===== src/rtl/sel_encoder.sv =====
// ALU select encoder: mux-control requests -> 4-bit opcodes via FIFO + output stage.
// Optional saturating illegal-request counter under SEL_ENC_ERRCNT_EN.
module sel_encoder #(
  parameter int DEPTH = 4
) (
  input  logic       clk,
  input  logic       rst,
  input  logic       in_valid,
  output logic       in_ready,
  input  logic       in_sel2,
  input  logic [1:0] in_sel3,
  output logic       out_valid,
  input  logic       out_ready,
  output logic [3:0] out_select,
  output logic       err_pulse
`ifdef SEL_ENC_ERRCNT_EN
  ,
  output logic [7:0] err_count
`endif
);

  localparam int AW = $clog2(DEPTH);
  localparam int CW = AW + 1;
  localparam logic [CW-1:0] LP_FULL = CW'(DEPTH);

  localparam logic [1:0] S_IDLE   = 2'b00;
  localparam logic [1:0] S_ACTIVE = 2'b01;
  localparam logic [1:0] S_FULL   = 2'b10;

  logic [3:0]    r_mem [DEPTH];
  logic [AW-1:0] r_wptr;
  logic [AW-1:0] r_rptr;
  logic [CW-1:0] r_count;
  logic [1:0]    r_state;
  logic          r_out_valid;
  logic [3:0]    r_out_select;
  logic          r_err;

  logic          w_out_load;
  logic          w_fifo_empty;
  logic          w_pop;
  logic          w_acc;
  logic          w_illegal;
  logic          w_push;
  logic          w_bypass;
  logic          w_wr;
  logic [CW-1:0] w_count_nxt;
  logic          w_ovalid_nxt;
  logic [1:0]    w_state_nxt;
  logic [3:0]    w_enc;

  assign w_out_load   = !r_out_valid || out_ready;
  assign w_fifo_empty = (r_count == '0);
  assign w_pop        = w_out_load && !w_fifo_empty;
  assign in_ready     = !rst && ((r_state != S_FULL) || w_pop);
  assign w_acc        = in_valid && in_ready;
  assign w_illegal    = in_sel3[0];
  assign w_push       = w_acc && !w_illegal;
  // Empty FIFO with a free output stage: skip the FIFO entirely
  assign w_bypass     = w_push && w_fifo_empty && w_out_load;
  assign w_wr         = w_push && !w_bypass;

  assign w_count_nxt  = r_count + CW'(w_wr) - CW'(w_pop);
  assign w_ovalid_nxt = w_out_load ? (w_pop || w_bypass) : r_out_valid;

  always_comb begin
    w_enc = 4'b0000;
    unique case ({in_sel2, in_sel3[1]})
      2'b00: w_enc = 4'b0100;
      2'b11: w_enc = 4'b0010;
      2'b01: w_enc = 4'b0011;
      2'b10: w_enc = 4'b0001;
      default: w_enc = 4'b0000;
    endcase
  end

  always_comb begin
    w_state_nxt = r_state;
    unique case (1'b1)
      (r_state == S_IDLE): begin
        if (w_push) w_state_nxt = S_ACTIVE;
      end
      (r_state == S_ACTIVE): begin
        if (w_count_nxt == LP_FULL)
          w_state_nxt = S_FULL;
        else if (!w_ovalid_nxt && w_count_nxt == '0)
          w_state_nxt = S_IDLE;
      end
      (r_state == S_FULL): begin
        if (w_pop && !w_wr) w_state_nxt = S_ACTIVE;
      end
      default: w_state_nxt = S_IDLE;
    endcase
  end

  always_ff @(posedge clk) begin
    if (w_wr) r_mem[r_wptr] <= w_enc;
  end

  always_ff @(posedge clk or posedge rst) begin
    if (rst) begin
      r_wptr       <= '0;
      r_rptr       <= '0;
      r_count      <= '0;
      r_state      <= S_IDLE;
      r_out_valid  <= 1'b0;
      r_out_select <= 4'b0000;
      r_err        <= 1'b0;
    end else begin
      if (w_wr)  r_wptr <= r_wptr + AW'(1);
      if (w_pop) r_rptr <= r_rptr + AW'(1);
      r_count     <= w_count_nxt;
      r_state     <= w_state_nxt;
      r_out_valid <= w_ovalid_nxt;
      if (w_out_load) begin
        if (w_pop)
          r_out_select <= r_mem[r_rptr];
        else if (w_bypass)
          r_out_select <= w_enc;
      end
      r_err <= w_acc && w_illegal;
    end
  end

  assign out_valid  = r_out_valid;
  assign out_select = r_out_select;
  assign err_pulse  = r_err;

`ifdef SEL_ENC_ERRCNT_EN
  logic [7:0] r_err_cnt;

  always_ff @(posedge clk or posedge rst) begin
    if (rst)
      r_err_cnt <= 8'h00;
    else if (r_err && r_err_cnt != 8'hFF)
      r_err_cnt <= r_err_cnt + 8'h01;
  end

  assign err_count = r_err_cnt;
`endif

endmodule


===== config.mk =====
export PLATFORM = sky130hd
export DESIGN_NAME = sel_encoder
export DESIGN_NICKNAME = d
export VERILOG_FILES = /design/src/rtl/sel_encoder.sv
export SDC_FILE = /design/constraint.sdc
export NUM_CORES = 1
export LEC_CHECK = 0
export ABC_AREA = 1
export BUFFER_PORTS_ARGS = -buffer_cell sky130_fd_sc_hd__buf_2
export CAP_MARGIN = 10
export CORE_ASPECT_RATIO = 0.75
export CORE_UTILIZATION = 57
export DETAILED_ROUTE_END_ITERATION = 10
export PLACE_DENSITY = 0.88
export SYNTH_ARGS = -nofsm -noshare
export SYNTH_HDL_FRONTEND = slang
export SYNTH_SLANG_ARGS = --single-unit

===== constraint.sdc =====
create_clock -name clk -period 3.47 [get_ports clk]
set_input_delay 0.5205 -clock clk [delete_from_list [all_inputs] [get_ports clk]]
set_output_delay 0.5205 -clock clk [all_outputs]
set_load 0.01 [all_outputs]

==> Yosys cells after proc, flatten, opt, wreduce, memory -nomap -nowiden <==
Memory sizes are Yosys's and may differ from the RTL's.
Cells that the tools add are included.
{ "totals": {"memories": 1, "input_bits": 7, "mem_bits_rw": 16, "output_inout_bits": 7, "register_bits": 15} }
{ "op_classes": {"add_sub_neg": 4, "n_eq_ne": 10, "mux": 11, "n_reduce_logical": 27} }
{ "memory_table": {"columns": ["memory", "words", "width", "rd", "rd_clocked_by_memory_dff", "wr", "line_no", "source"], "rows": [
  ["r_mem", 4, 4, 1, 0, 1, "30", "logic [3:0] r_mem [DEPTH];"]
]} }
{ "ops": {"columns": ["op", "count"], "rows": [
  ["one-hot mux 4 bit (4 select lines)", 1],
  ["logical AND 1 bit", 10],
  ["2-to-1 mux 2 bit", 4],
  ["2-to-1 mux 4 bit", 2],
  ["zero test 1 bit", 7],
  ["equality test 2 bit (second input constant)", 3],
  ["zero test 3 bit", 2],
  ["one-hot mux 2 bit (3 select lines)", 1],
  ["adder 2 x 1 -> 2 bit (second input constant)", 2],
  ["equality test 2 x 1 -> 1 bit (second input constant)", 2],
  ["zero test 2 bit", 2],
  ["!= test 2 bit (second input constant)", 2],
  ["adder 3 x 1 -> 3 bit", 1],
  ["equality test 3 bit (second input constant)", 1],
  ["logical OR 1 bit", 3],
  ["2-to-1 mux 1 bit", 3],
  ["!= test 3 x 1 -> 1 bit (second input constant)", 1],
  ["AND reduction 3 bit", 1],
  ["subtractor 3 x 1 -> 3 bit", 1],
  ["!= test 2 x 1 -> 1 bit (second input constant)", 1],
  ["AND reduction 2 bit", 1],
  ["nonzero test 2 bit", 1]
]} }

==> Logic depth before layout (Yosys ltp) <==
{ "depth": {"word_depth": 18, "ltp_mapped": 19} }

==> Worst setup path after synthesis <==
No wires, ideal clock.
{ "synth_timing": {"kind": "input to register", "from": "input rst", "to": "register r_state[0]", "setup_time_ns": 0.117, "required_ns": 3.353, "slack_ns": 0.633, "arrival_ns": 2.721, "cell_stages": 14, "cell_sequence": "inv_1 nand4_4 nor2_4 inv_4 ha_1 inv_1 ha_1 fa_1 nor2_1 inv_1 nor2_1 nand3_1 nand2_1 nand2_1"} }
{ "synth_between": {"elab_chain_len": 14, "elab_cells_between_ends": 24} }
{ "synth_lines": {"columns": ["element", "line_no", "source"], "rows": [
  ["start, declared", "7", "input logic rst,"],
  ["zero test 1 bit (no source line) (*)", null, null],
  ["logical AND 1 bit (*)", "55", "assign in_ready = !rst && ((r_state != S_FULL) || w_pop);"],
  ["logical AND 1 bit (*)", "56", "assign w_acc = in_valid && in_ready;"],
  ["logical AND 1 bit (*)", "58", "assign w_push = w_acc && !w_illegal;"],
  ["logical AND 1 bit (2 in series)", "60", "assign w_bypass = w_push && w_fifo_empty && w_out_load;"],
  ["zero test 1 bit", "61", "assign w_wr = w_push && !w_bypass;"],
  ["logical AND 1 bit (*)", "61", null],
  ["adder 3 x 1 -> 3 bit (*)", "63", "assign w_count_nxt = r_count + CW'(w_wr) - CW'(w_pop);"],
  ["subtractor 3 x 1 -> 3 bit (*)", "63", null],
  ["net w_count_nxt[1]", "47", "logic [CW-1:0] w_count_nxt;"],
  ["zero test 3 bit", "86", "else if (!w_ovalid_nxt && w_count_nxt == '0)"],
  ["logical AND 1 bit", "86", null],
  ["!= test 3 x 1 -> 1 bit (no source line)", null, null],
  ["AND reduction 3 bit (no source line)", null, null],
  ["end signal, assigned", "113", "r_state <= w_state_nxt;"],
  ["end, declared", "34", "logic [1:0] r_state;"]
]} }
Mark *: on every way through the listed nets, which the timed path passes. The rest lies on a longest branch.
A chain may end at the register's enable or synchronous reset.

==> Final worst setup path <==
{ "layout_timing": {"from": "register r_out_valid (netlist: out_valid)", "to": "register r_state[0]"} }
{ "layout_between": {"elab_chain_len": 17, "elab_cells_between_ends": 27} }
{ "layout_lines": {"columns": ["element", "line_no", "source"], "rows": [
  ["start, declared", "35", "logic r_out_valid;"],
  ["start signal, assigned", "114", "r_out_valid <= w_ovalid_nxt;"],
  ["zero test 1 bit (*)", "52", "assign w_out_load = !r_out_valid || out_ready;"],
  ["logical OR 1 bit (*)", "52", null],
  ["logical AND 1 bit", "54", "assign w_pop = w_out_load && !w_fifo_empty;"],
  ["logical OR 1 bit", "55", null],
  ["logical AND 1 bit", "55", null],
  ["logical AND 1 bit", "56", null],
  ["logical AND 1 bit", "58", null],
  ["logical AND 1 bit (2 in series)", "60", null],
  ["zero test 1 bit", "61", null],
  ["logical AND 1 bit", "61", null],
  ["adder 3 x 1 -> 3 bit", "63", null],
  ["subtractor 3 x 1 -> 3 bit (*)", "63", null],
  ["net w_count_nxt[1]", "47", null],
  ["zero test 3 bit", "86", null],
  ["logical AND 1 bit", "86", null],
  ["!= test 3 x 1 -> 1 bit (no source line)", null, null],
  ["AND reduction 3 bit (no source line)", null, null]
]} }
Marks and branches as above.

==> impl_metrics.env <==
export IMPL_dp_cells=196
export IMPL_wl_per_cell_um=11.3
export IMPL_insertion_delay_ns=0.33
export IMPL_drv_cap=0
export IMPL_final_max_slew_viol_count=0
export IMPL_fin_skew_ns=0.00169
export IMPL_antenna_left=0
export IMPL_synth_seq_area_share_pct=51.2
export IMPL_cts_tree="yes"
export IMPL_stdcell_count=200
export IMPL_synth_cells=150
export IMPL_post_cts_resized=0
export IMPL_yosysWarningCount=0
export IMPL_cts_setup_buffers=0
export IMPL_netlist_area_um2=1390
export IMPL_path_max_fanout=7
export IMPL_first_iter_violations=52
export IMPL_crit_path_top_delay_cell="fa_1"
export IMPL_highest_layer="met4"
export IMPL_critPathBufInv=3
export IMPL_htree_levels=1
export IMPL_first_pass_iters=4
export IMPL_vias=977
export IMPL_hold_viol=0
export IMPL_antenna_found_initial=0
export IMPL_grt_overflow=0
export IMPL_drt_total_wl_mm=2.26
export IMPL_ir_drop_v=0.000356
export IMPL_dieHeight_um=44.7
export IMPL_numCtsBuffers=3
export IMPL_crit_type="register to register"
export IMPL_core_um2=2310
export IMPL_utilization_pct=66.1
export IMPL_max_freq_mhz=365
export IMPL_hold_path_class="input pin to asynchronous set/reset pin"
export IMPL_holdWs_ns=0.255
export IMPL_cp_top_family="simple AND/OR/NAND/NOR gates"
export IMPL_num_rows=15
export IMPL_grt_pass1_vias=904
export IMPL_fin_area_um2=1530
export IMPL_dpl_cell_area_um2=1490
export IMPL_cp_num_cells=16
export IMPL_synthesis_nets=167
export IMPL_p_leak_nw=0.772
export IMPL_cts_sinks=26
export IMPL_r2r_cells=16
export IMPL_fin_crit_sh_pct=79.0
export IMPL_crit_required_ns=3.71
export IMPL_avgViaCountPerCell=4.89
export IMPL_grt_pass1_wl_mm=3.80
export IMPL_syn_avg_cell_area_um2=9.25
export IMPL_ys_ff_latch=26
export IMPL_endpoint_kind="register"
export IMPL_worst_path_most_repeated_cell="nand2_4"
export IMPL_start_util_pct=60.1
export IMPL_drc=0
export IMPL_cts_root_buffer="clkbuf_4"
export IMPL_die_w_um=59.0
export IMPL_fin_setup_tns_ns=0
export IMPL_final_layout_size_suffix_gt1_share_pct=19.9
export IMPL_cp_arrival_ns=2.98
export IMPL_met2_length_mm=1.09
export IMPL_nNetsFinal=184
export IMPL_setup_violations=0
export IMPL_clockBufferDepth=2
export IMPL_wl_met1_mm=1.01
export IMPL_cts_hold_buf=0
export IMPL_cpPeakStageDelay_ns=0.48
export IMPL_power_density_nw_per_um2=722
export IMPL_r2r_end="r_state[0]"
export IMPL_ys_types=21
export IMPL_die_area_um2=2640
export IMPL_rsz0062_at_grt="false"
export IMPL_timing_critical_path_from="out_valid"
export IMPL_hpwl_mm=1.75
export IMPL_crit_chain="nand2_4 -> nand2_4 -> nand2_4 -> nand4_4 -> nor2_4 -> inv_4 -> ha_1 -> inv_1 -> ha_1 -> fa_1 -> nor2_1 -> inv_1 -> nor2_1 -> nand3_1 -> nand2_1 -> nand2_1"
export IMPL_wl_met3_um=119
export IMPL_layout_area_overhead_vs_synth_pct=10.0
export IMPL_grt_total_usage_pct=20.7
export IMPL_worstReg2RegStart="out_valid"
export IMPL_io_buffers=12
export IMPL_grt_max_degree=15
export IMPL_num_io_pins=14
export IMPL_min_period_ns=2.74
export IMPL_clk_pin_slew_ns=0.14
export IMPL_cp_endpoint="r_state[0]"
export IMPL_rrSetupSlack_ns=0.73
export IMPL_place_gp_congestion=0.820
export IMPL_outcome="complete, no violations"
export IMPL_cp_start_kind="register"
export IMPL_diodes=0
-- sequential cells by signal (all words and copies together), names as in the netlist --
name        cells
r_count         3
r_mem          12
out_valid       1
out_select      3
r_wptr          2
r_state         2
err_pulse       1
r_rptr          2
-- cell families (layout without fill, tap and decap cells) --
group,count (synthesis),in the layout,synth area share (%)
buffers and inverters,28,44,8.03
adders and majority gates,10,10,9.56
other,1,1,0.270
xor gates and xnor gates,1,1,0.631
AOI/OAI and AO/OA,9,9,3.43
DFF,26,26,51.2
and+or+nand+nor,75,75,26.9
-- area by class of cell --
cell class	count	area (um^2)
multi-input combinational	96	566
clock buffer	4	36.3
inverter	27	104
fill	181	782
sequential	26	711
timing repair buffer	13	67.6
tap	34	42.5
-- power by group --
part	leakage, nW	total [mW]	internal [mW]	switching [mW]
registers	0.277	0.467	0.403	0.0648
clock network	0.0210	0.157	0.0643	0.0922
logic	0.474	0.478	0.176	0.302
total	0.772	1.10	0.643	0.459
-- cells in the final DEF (no fill, tap or decap) --
cell,netlist,layout
nand2_1,32,32
inv_1,26,26
nor2_1,21,21
dfrtp_1,14,14
buf_2,0,12
edfxtp_1,12,12
ha_1,9,9
o21ai_0,7,7
nand3_1,7,7
nor2_2,5,5
nand2_4,5,5
clkbuf_4,0,3
nand2_2,2,2
nand4_4,1,1
or2_2,1,1
o31ai_1,1,1
xor2_1,1,1
nor2_4,1,1
inv_4,1,1
a21oi_1,1,1
fa_1,1,1
conb_1,1,1
clkbuf_8,0,1
buf_4,1,1
-- worst reg2reg max path: cells and delay by family (launching register included) --
family | cells | cell delay (ns)
and+or+nand+nor | 10 | 1.05
adders and majority gates | 3 | 0.96
DFF | 1 | 0.43
buffers and inverters | 3 | 0.19
-- routing by layer --
metal / GRT usage (%) / up-vias
met5: 0 / -
met4: 13.3 / 0
met3: 6.30 / 6
met2: 31.6 / 35
met1: 26.1 / 443
li1: - / 493
-- worst min path at each step --
stage	start	to	slack, ns	cells past startpoint
after floorplan	rst	err_pulse	0.44	1
after global placement	out_select[0]	out_select[0]	0.45	2
after detailed placement	out_select[0]	out_select[0]	0.46	2
after CTS	rst	out_valid	0.26	3
after global routing	rst	out_valid	0.27	3
final	rst	out_valid	0.26	3
-- synthesized netlist by cell type (all sizes together) --
cell    number  area [um^2]
nand4        1         21.3
xor2         1         8.76
buf          1         7.51
dfrtp       14          350
nand2       39          189
or2          1         6.26
nand3        7         35.0
inv         27          104
edfxtp      12          360
nor2        27          121
o21ai        7         35.0
o31ai        1         7.51
ha           9          113
a21oi        1         5.00
fa           1         20.0
conb         1         3.75
-- per-stage QoR --
stage,worst slack (ns),power [mW]
after global routing,0.468,1.20
final,0.727,1.10
after floorplan,0.633,0.828
after detailed placement,0.519,0.946
after global placement,0.642,0.906
after CTS,0.716,1.10
No activity file was read; power rests on OpenSTA's default activity.
